==> src/rtl/xnor8_pkg.sv <==
// Shared ALU constants for the 8-bit datapath: default operand width and
// the opcode that selects the XNOR unit in the result mux.
package xnor8_pkg;

    localparam int ALU_W = 8;

    typedef enum logic [3:0] {
        OP_AND  = 4'h0,
        OP_OR   = 4'h1,
        OP_XOR  = 4'h2,
        OP_XNOR = 4'h3
    } alu_op_e;

endpackage : xnor8_pkg

==> src/rtl/xnor8_popcnt.sv <==
// Combinational popcount of a WIDTH-bit vector into CNT_W bits; shared by
// ALU flag logic that needs a count of set bits.
module xnor8_popcnt #(
    parameter int WIDTH = 8,
    parameter int CNT_W = $clog2(WIDTH + 1)
) (
    input  logic [WIDTH-1:0] vec,
    output logic [CNT_W-1:0] cnt
);

    always_comb begin
        cnt = '0;
        for (int i = 0; i < WIDTH; i++) begin
            cnt = cnt + CNT_W'(vec[i]);
        end
    end

endmodule : xnor8_popcnt

==> src/rtl/xnor8.sv <==
// Registered bitwise XNOR with equality flag and matching-bit count,
// one cycle of latency, all outputs straight from flops.
module xnor8
    import xnor8_pkg::*;
#(
    parameter int WIDTH = ALU_W,
    parameter int CNT_W = $clog2(WIDTH + 1)
) (
    input  logic             clk,
    input  logic             rst_n,
    input  logic             in_valid,
    input  logic [WIDTH-1:0] a,
    input  logic [WIDTH-1:0] b,
    output logic [WIDTH-1:0] z,
    output logic             eq,
    output logic [CNT_W-1:0] match_cnt,
    output logic             out_valid
);

    // Valid-only handshake (no ready): a/b are sampled on every edge where
    // in_valid=1; out_valid is high for exactly the cycle after each sample,
    // and z/eq/match_cnt keep the last sampled result while in_valid=0.

    logic [WIDTH-1:0] z_next;
    logic             eq_next;
    logic [CNT_W-1:0] cnt_next;

    assign z_next  = ~(a ^ b);
    assign eq_next = &z_next;

    xnor8_popcnt #(
        .WIDTH (WIDTH),
        .CNT_W (CNT_W)
    ) u_popcnt (
        .vec (z_next),
        .cnt (cnt_next)
    );

    always_ff @(posedge clk or negedge rst_n) begin
        if (!rst_n) begin
            z         <= '0;
            eq        <= 1'b0;
            match_cnt <= '0;
            out_valid <= 1'b0;
        end else begin
            out_valid <= in_valid;
            if (in_valid) begin
                z         <= z_next;
                eq        <= eq_next;
                match_cnt <= cnt_next;
            end
        end
    end

endmodule : xnor8

==> config.mk <==
export PLATFORM = sky130hd
export DESIGN_NAME = xnor8
export DESIGN_NICKNAME = d
export VERILOG_FILES = /design/src/rtl/xnor8_pkg.sv /design/src/rtl/xnor8_popcnt.sv /design/src/rtl/xnor8.sv
export SDC_FILE = /design/constraint.sdc
export NUM_CORES = 1
export LEC_CHECK = 0
export CAP_MARGIN = 25
export CELL_PAD_IN_SITES_DETAIL_PLACEMENT = 0
export CELL_PAD_IN_SITES_GLOBAL_PLACEMENT = 2
export CORE_UTILIZATION = 29
export CTS_BUF_LIST = sky130_fd_sc_hd__clkbuf_2
export CTS_CLUSTER_SIZE = 8
export DETAILED_ROUTE_END_ITERATION = 12
export GPL_ROUTABILITY_DRIVEN = 0
export PLACE_DENSITY_LB_ADDON = 0.1
export SETUP_SLACK_MARGIN = 0.1
export SYNTH_ARGS = -nofsm -noshare
export SYNTH_HDL_FRONTEND = slang
export SYNTH_SLANG_ARGS = --single-unit
==> constraint.sdc <==
create_clock -name clk -period 1.6 [get_ports clk]
set_input_delay 0.48 -clock clk [delete_from_list [all_inputs] [get_ports clk]]
set_output_delay 0.48 -clock clk [all_outputs]
set_load 0.1 [all_outputs]
# Word-level counts from Yosys, hierarchy flattened
# Index checks and enable logic that the tools add are counted.
# totals
regBits	14
latchBits	0
ramBits	0
rom_bits	0
mem_count	0
# op_classes
add_sub_neg	7
n_mul	0
n_div	0
n_lt_le_gt_ge	0
n_eq_ne	0
shift	0
n_mux	0
n_bitwise	2
reduce_logical	1
# op_table
operator	count
4-bit by 1-bit adder with 4-bit output	6
8-bit NOT	1
8-bit AND reduction	1
8-bit XOR	1
1-bit by 1-bit adder with 2-bit output	1

# Depth between registers and ports, before layout
# Gate-level depths: netlist (run 1).
# depth
word_depth	9
ltp_mapped	11
ltp_nobuf	11

# By module
# A second synthesis (run 1) with hierarchy kept.
# unflattened
cells_unflattened	64
area_unflattened_um2	849.6
# modules_own_cells
module	n_inst	cells_each	area_each_um2	seq_area_each_um2
xnor8	1	40	659.4	350.3
xnor8_popcnt	1	24	190.2	0.0

# Worst setup path before layout (run 1)
# OpenSTA, ideal clock, no wires.
# synth_path
kind	input-to-reg
from	input port b[1]
to	register match_cnt[2]
setup_ps	125
t_arrival_ps	2813
required_ps	1475
slack_ps	-1338
cell_stages	11
n_path_buf	0
path_cell_list	xnor2_1 > ha_1 > inv_1 > fa_1 > fa_1 > inv_1 > fa_1 > inv_1 > fa_1 > xnor2_1 > mux2_2
# synth_between
elab_chain_cells	9
# synth_rtl
element	line	text
start: declaration	xnor8.sv:13	input logic [WIDTH-1:0] b,
8-bit XOR	xnor8.sv:28	assign z_next = ~(a ^ b);
8-bit NOT	xnor8.sv:28	
1-bit by 1-bit adder with 2-bit output	xnor8_popcnt.sv:14	cnt = cnt + CNT_W'(vec[i]);
4-bit by 1-bit adder with 4-bit output (6 in series)	xnor8_popcnt.sv:14	
end signal: assignment	xnor8.sv:50	match_cnt <= cnt_next;
end: declaration	xnor8.sv:16	output logic [CNT_W-1:0] match_cnt,
# Every way passes these cells.
# A chain may end at the register's enable or synchronous reset.

# Worst setup path after layout (run 1)
# layout_path
from	input port a[0]
to	register match_cnt[2]
# layout_between
elab_chain_cells	9
# layout_rtl
element	line	text
start: declaration	xnor8.sv:12	input logic [WIDTH-1:0] a,
8-bit XOR	xnor8.sv:28	
8-bit NOT	xnor8.sv:28	
via u_popcnt.vec[0]	xnor8_popcnt.sv:7	input logic [WIDTH-1:0] vec,
1-bit by 1-bit adder with 2-bit output	xnor8_popcnt.sv:14	
4-bit by 1-bit adder with 4-bit output (6 in series)	xnor8_popcnt.sv:14	
# The timed path passes the listed nets, and every way through them passes these cells.

==> results of run 1 <==
state kept, by name (all words and copies together), names as in the netlist:
name	count
eq	1
match_cnt	4
out_valid	1
z	8
metrics by stage:
step,TNS [ps],total power (uW),hold slack (ps),cell area [um^2]
floorplan,-4590,1280,184,837
global placement,-7420,1780,550,1380
detailed placement,-7680,1790,560,1380
CTS,-4610,2090,477,1480
global route,-4790,2190,483,1490
finish,-4540,2070,483,1490
cells by family after synthesis:
group	share of synthesized area (%)
adder cells (fa/ha/maj)	14.6
AND/OR/NAND/NOR	2.17
buffers and inverters	9.32
XOR/XNOR	12.6
multiplexers	13.8
flip-flops	43.5
AO/OA/AOI/OAI	4.04
final cells by class:
type / count / share of cell area (%)
clock inverters: 1 / 0.252
repair buffers: 45 / 39.3
inverters: 14 / 3.52
clock buffers: 3 / 1.01
multi-input cells: 34 / 29.9
flip-flops and latches: 14 / 23.5
well taps: 30 / 2.52
routing by layer:
| metal | part of all wire [%] | routed length, um | up-vias | global-route usage, % |
|---|---|---|---|---|
| met2 | 53 | 874 | 21 | 21.7 |
| met1 | 41 | 674 | 286 | 17.9 |
| met3 | 5.9 | 98 | 2 | 5.00 |
| met5 | 0 | 0 | - | 0 |
| met4 | 0.54 | 9 | 0 | 2.56 |
| li1 | - | - | 292 | - |
final timing paths:
kind,end,slack [ps],cells after the start
max,match_cnt[2],-1230,12
max in group asynchronous,z[5],930,2
min in group clk,z[1],570,3
min,match_cnt[3],480,2
min reg2reg,match_cnt[1],580,2
max reg2reg,match_cnt[2],780,1
synth_stat cells, drive strengths merged:
cell type,n,area [um^2]
mux2i,1,10.0
nand2,3,11.3
dfrtp,14,350
a21oi,1,5.00
o21ai,1,5.00
mux2,9,101
nand4,1,6.26
o22ai,1,6.26
buf,2,22.5
fa,4,80.1
ha,3,37.5
o32ai,1,16.3
inv,14,52.6
xnor2,9,101
power groups by stage:
stage               combinational (uW)  sequential [uW]  clock, uW
finish                            1390              507        174
global route                      1480              517        196
CTS                               1390              508        191
detailed placement                1270              515          0
global placement                  1260              512          0
floorplan                          274             1010          0
timing repair:
item	CTS	global route
gates resized for setup	37	2
pin swaps	9	7
endpoints found under the setup margin	5	4
buffers inserted	5	2
==> results by group, run 1 <==
Outcome
  – Outcome: finished with violations
  – Failing checks: setup timing

Pwr
  – Clock power frac: 8.4%
  – Part of the power in registers: 24.5%
  – Peak VDD IR: 1.06 mV
  – Sw power: 985 uW
  – P_leak: 0.000692 uW
  – Pwr/cell area: 1390 nW/um^2
  – P_int: 1090 uW
  – Comb pwr share: 67.1%
  – Sw frac: 47.5%

Die
  – # rows: 18
  – Die height: 54.7 um
  – Core area: 2540 um^2
  – Die X: 54.7 um
  – Initial Util: 31.7%
  – I/O Pins: 33
  – Die ar.: 2990 um^2

Yosys
  – Net Count, Synth: 90
  – Synth Cell Area: 806 um^2
  – Yosys reg bits: 14
  – Yosys Warn Count: 0
  – Cells after Synth: 64
  – Unique cell type count in the Yosys netlist: 15
  – Register area share after synthesis: 43.5%
  – Mean Syn Cell Area: 12.6 um^2

STA
  – Hold Fails Final Rpt: 0
  – Slew Limit Headroom: 78.2%
  – Max-slew violations: 0
  – Measured slew at the worst slew-check pin: 325 ps
  – RSZ-0062 raised after global routing: true
  – Fin Clk Skew: 0 ps
  – F_max: 0.353 GHz
  – Fin crit period: 2830 ps
  – Setup ws final: -1230 ps
  – Final setup viols: 4
  – Final period util: 177%

Critical path
  – Buf/Inv on CP: 4
  – Startpoint types: primary input
  – Crit path launch: a[0]
  – Ordered cell list for the critical path: buf_8 > xnor2_4 > ha_4 > inv_2 > fa_1 > fa_1 > inv_2 > fa_2 > inv_2 > fa_2 > xnor2_1 > mux2_4
  – Worst Path Required: 1790 ps
  – Worst Setup End Kind: flop
  – Critical path's largest stage delay: 540 ps
  – CP max stage cell: fa_1
  – Kind of critical path: primary input to flop
  – Critical path's top delay family: adder cells
  – FF-to-FF Start: match_cnt[2]
  – Critical path fanouts, max: 2
  – CP dominant cell by count: inv_2
  – Worst path arrival time: 3020 ps

Job
  – Max-cap violations: 0

Clock tree
  – Root Buffer: clkbuf_2
  – CTS Sinks: 14
  – Skew-Pair Late Insertion Delay: 280 ps
  – Num CTS Buffers: 3
  – H-tree Lvls: 1
  – CTS tree: done
  – Clock slew at the register clock pins of the worst setup and hold paths: 150 ps
  – Cts hold-fix bufs: 0
  – Clock Tree Buf Depth: 2

GRT
  – Grt ovf: 0
  – Number of global-route vias before repair: 611
  – First-pass GRT wire length: 2.86 mm
  – Largest net degree at the start of global routing: 17
  – Antenna violations before repair: 0
  – Total GRT Usage: 13.7%

Final layout
  – Nets: 138
  – Layout fillers: 237
  – Area of the multi-input gates: 447 um^2
  – Area growth syn-to-layout: 85.1%
  – Cell Count, Final, Fillers Out: 141
  – Final core occ: 58.6%
  – # diodes: 0
  – Most common cell after layout, fill and taps aside: buf_12
  – Commonest cells after routing, fill and taps aside: 15 x buf_12, 14 x dfrtp_1, 11 x inv_1
  – Register area: 350 um^2
  – Layout cell share with drive strength beyond 1: 50.5%

Placement
  – Port-buffer cells: 32
  – Final HPWL DP: 1.22 mm
  – Post-Place Cells: 131
  – Post-place setup slack: -1970 ps

Hold path
  – Hold Path Class: primary input to asynchronous set/reset pin

Route
  – Post-DRT Antenna Nets: 0
  – DR vias/cell: 4.26
  – Wire per inst: 11.8 um
  – Drt pass-1 iters: 5
  – Vias: 601
  – DRT Wirelength: 1.66 mm
  – DR iter-0 viols: 2
  – # DRC: 0
No activity file was read; power rests on OpenSTA's default activity.
==> inputs of run 2 (changes only) <==
--- a/config.mk
+++ b/config.mk
@@ -10,11 +10,12 @@
 export CELL_PAD_IN_SITES_GLOBAL_PLACEMENT = 2
 export CORE_UTILIZATION = 29
 export CTS_BUF_LIST = sky130_fd_sc_hd__clkbuf_2
-export CTS_CLUSTER_SIZE = 8
+export CTS_CLUSTER_SIZE = 24
 export DETAILED_ROUTE_END_ITERATION = 12
 export GPL_ROUTABILITY_DRIVEN = 0
 export PLACE_DENSITY_LB_ADDON = 0.1
 export SETUP_SLACK_MARGIN = 0.1
+export SLEW_MARGIN = 15
 export SYNTH_ARGS = -nofsm -noshare
 export SYNTH_HDL_FRONTEND = slang
 export SYNTH_SLANG_ARGS = --single-unit
==> results of run 2 <==
Final layout, timing and power as in run 1 (identical DEF).
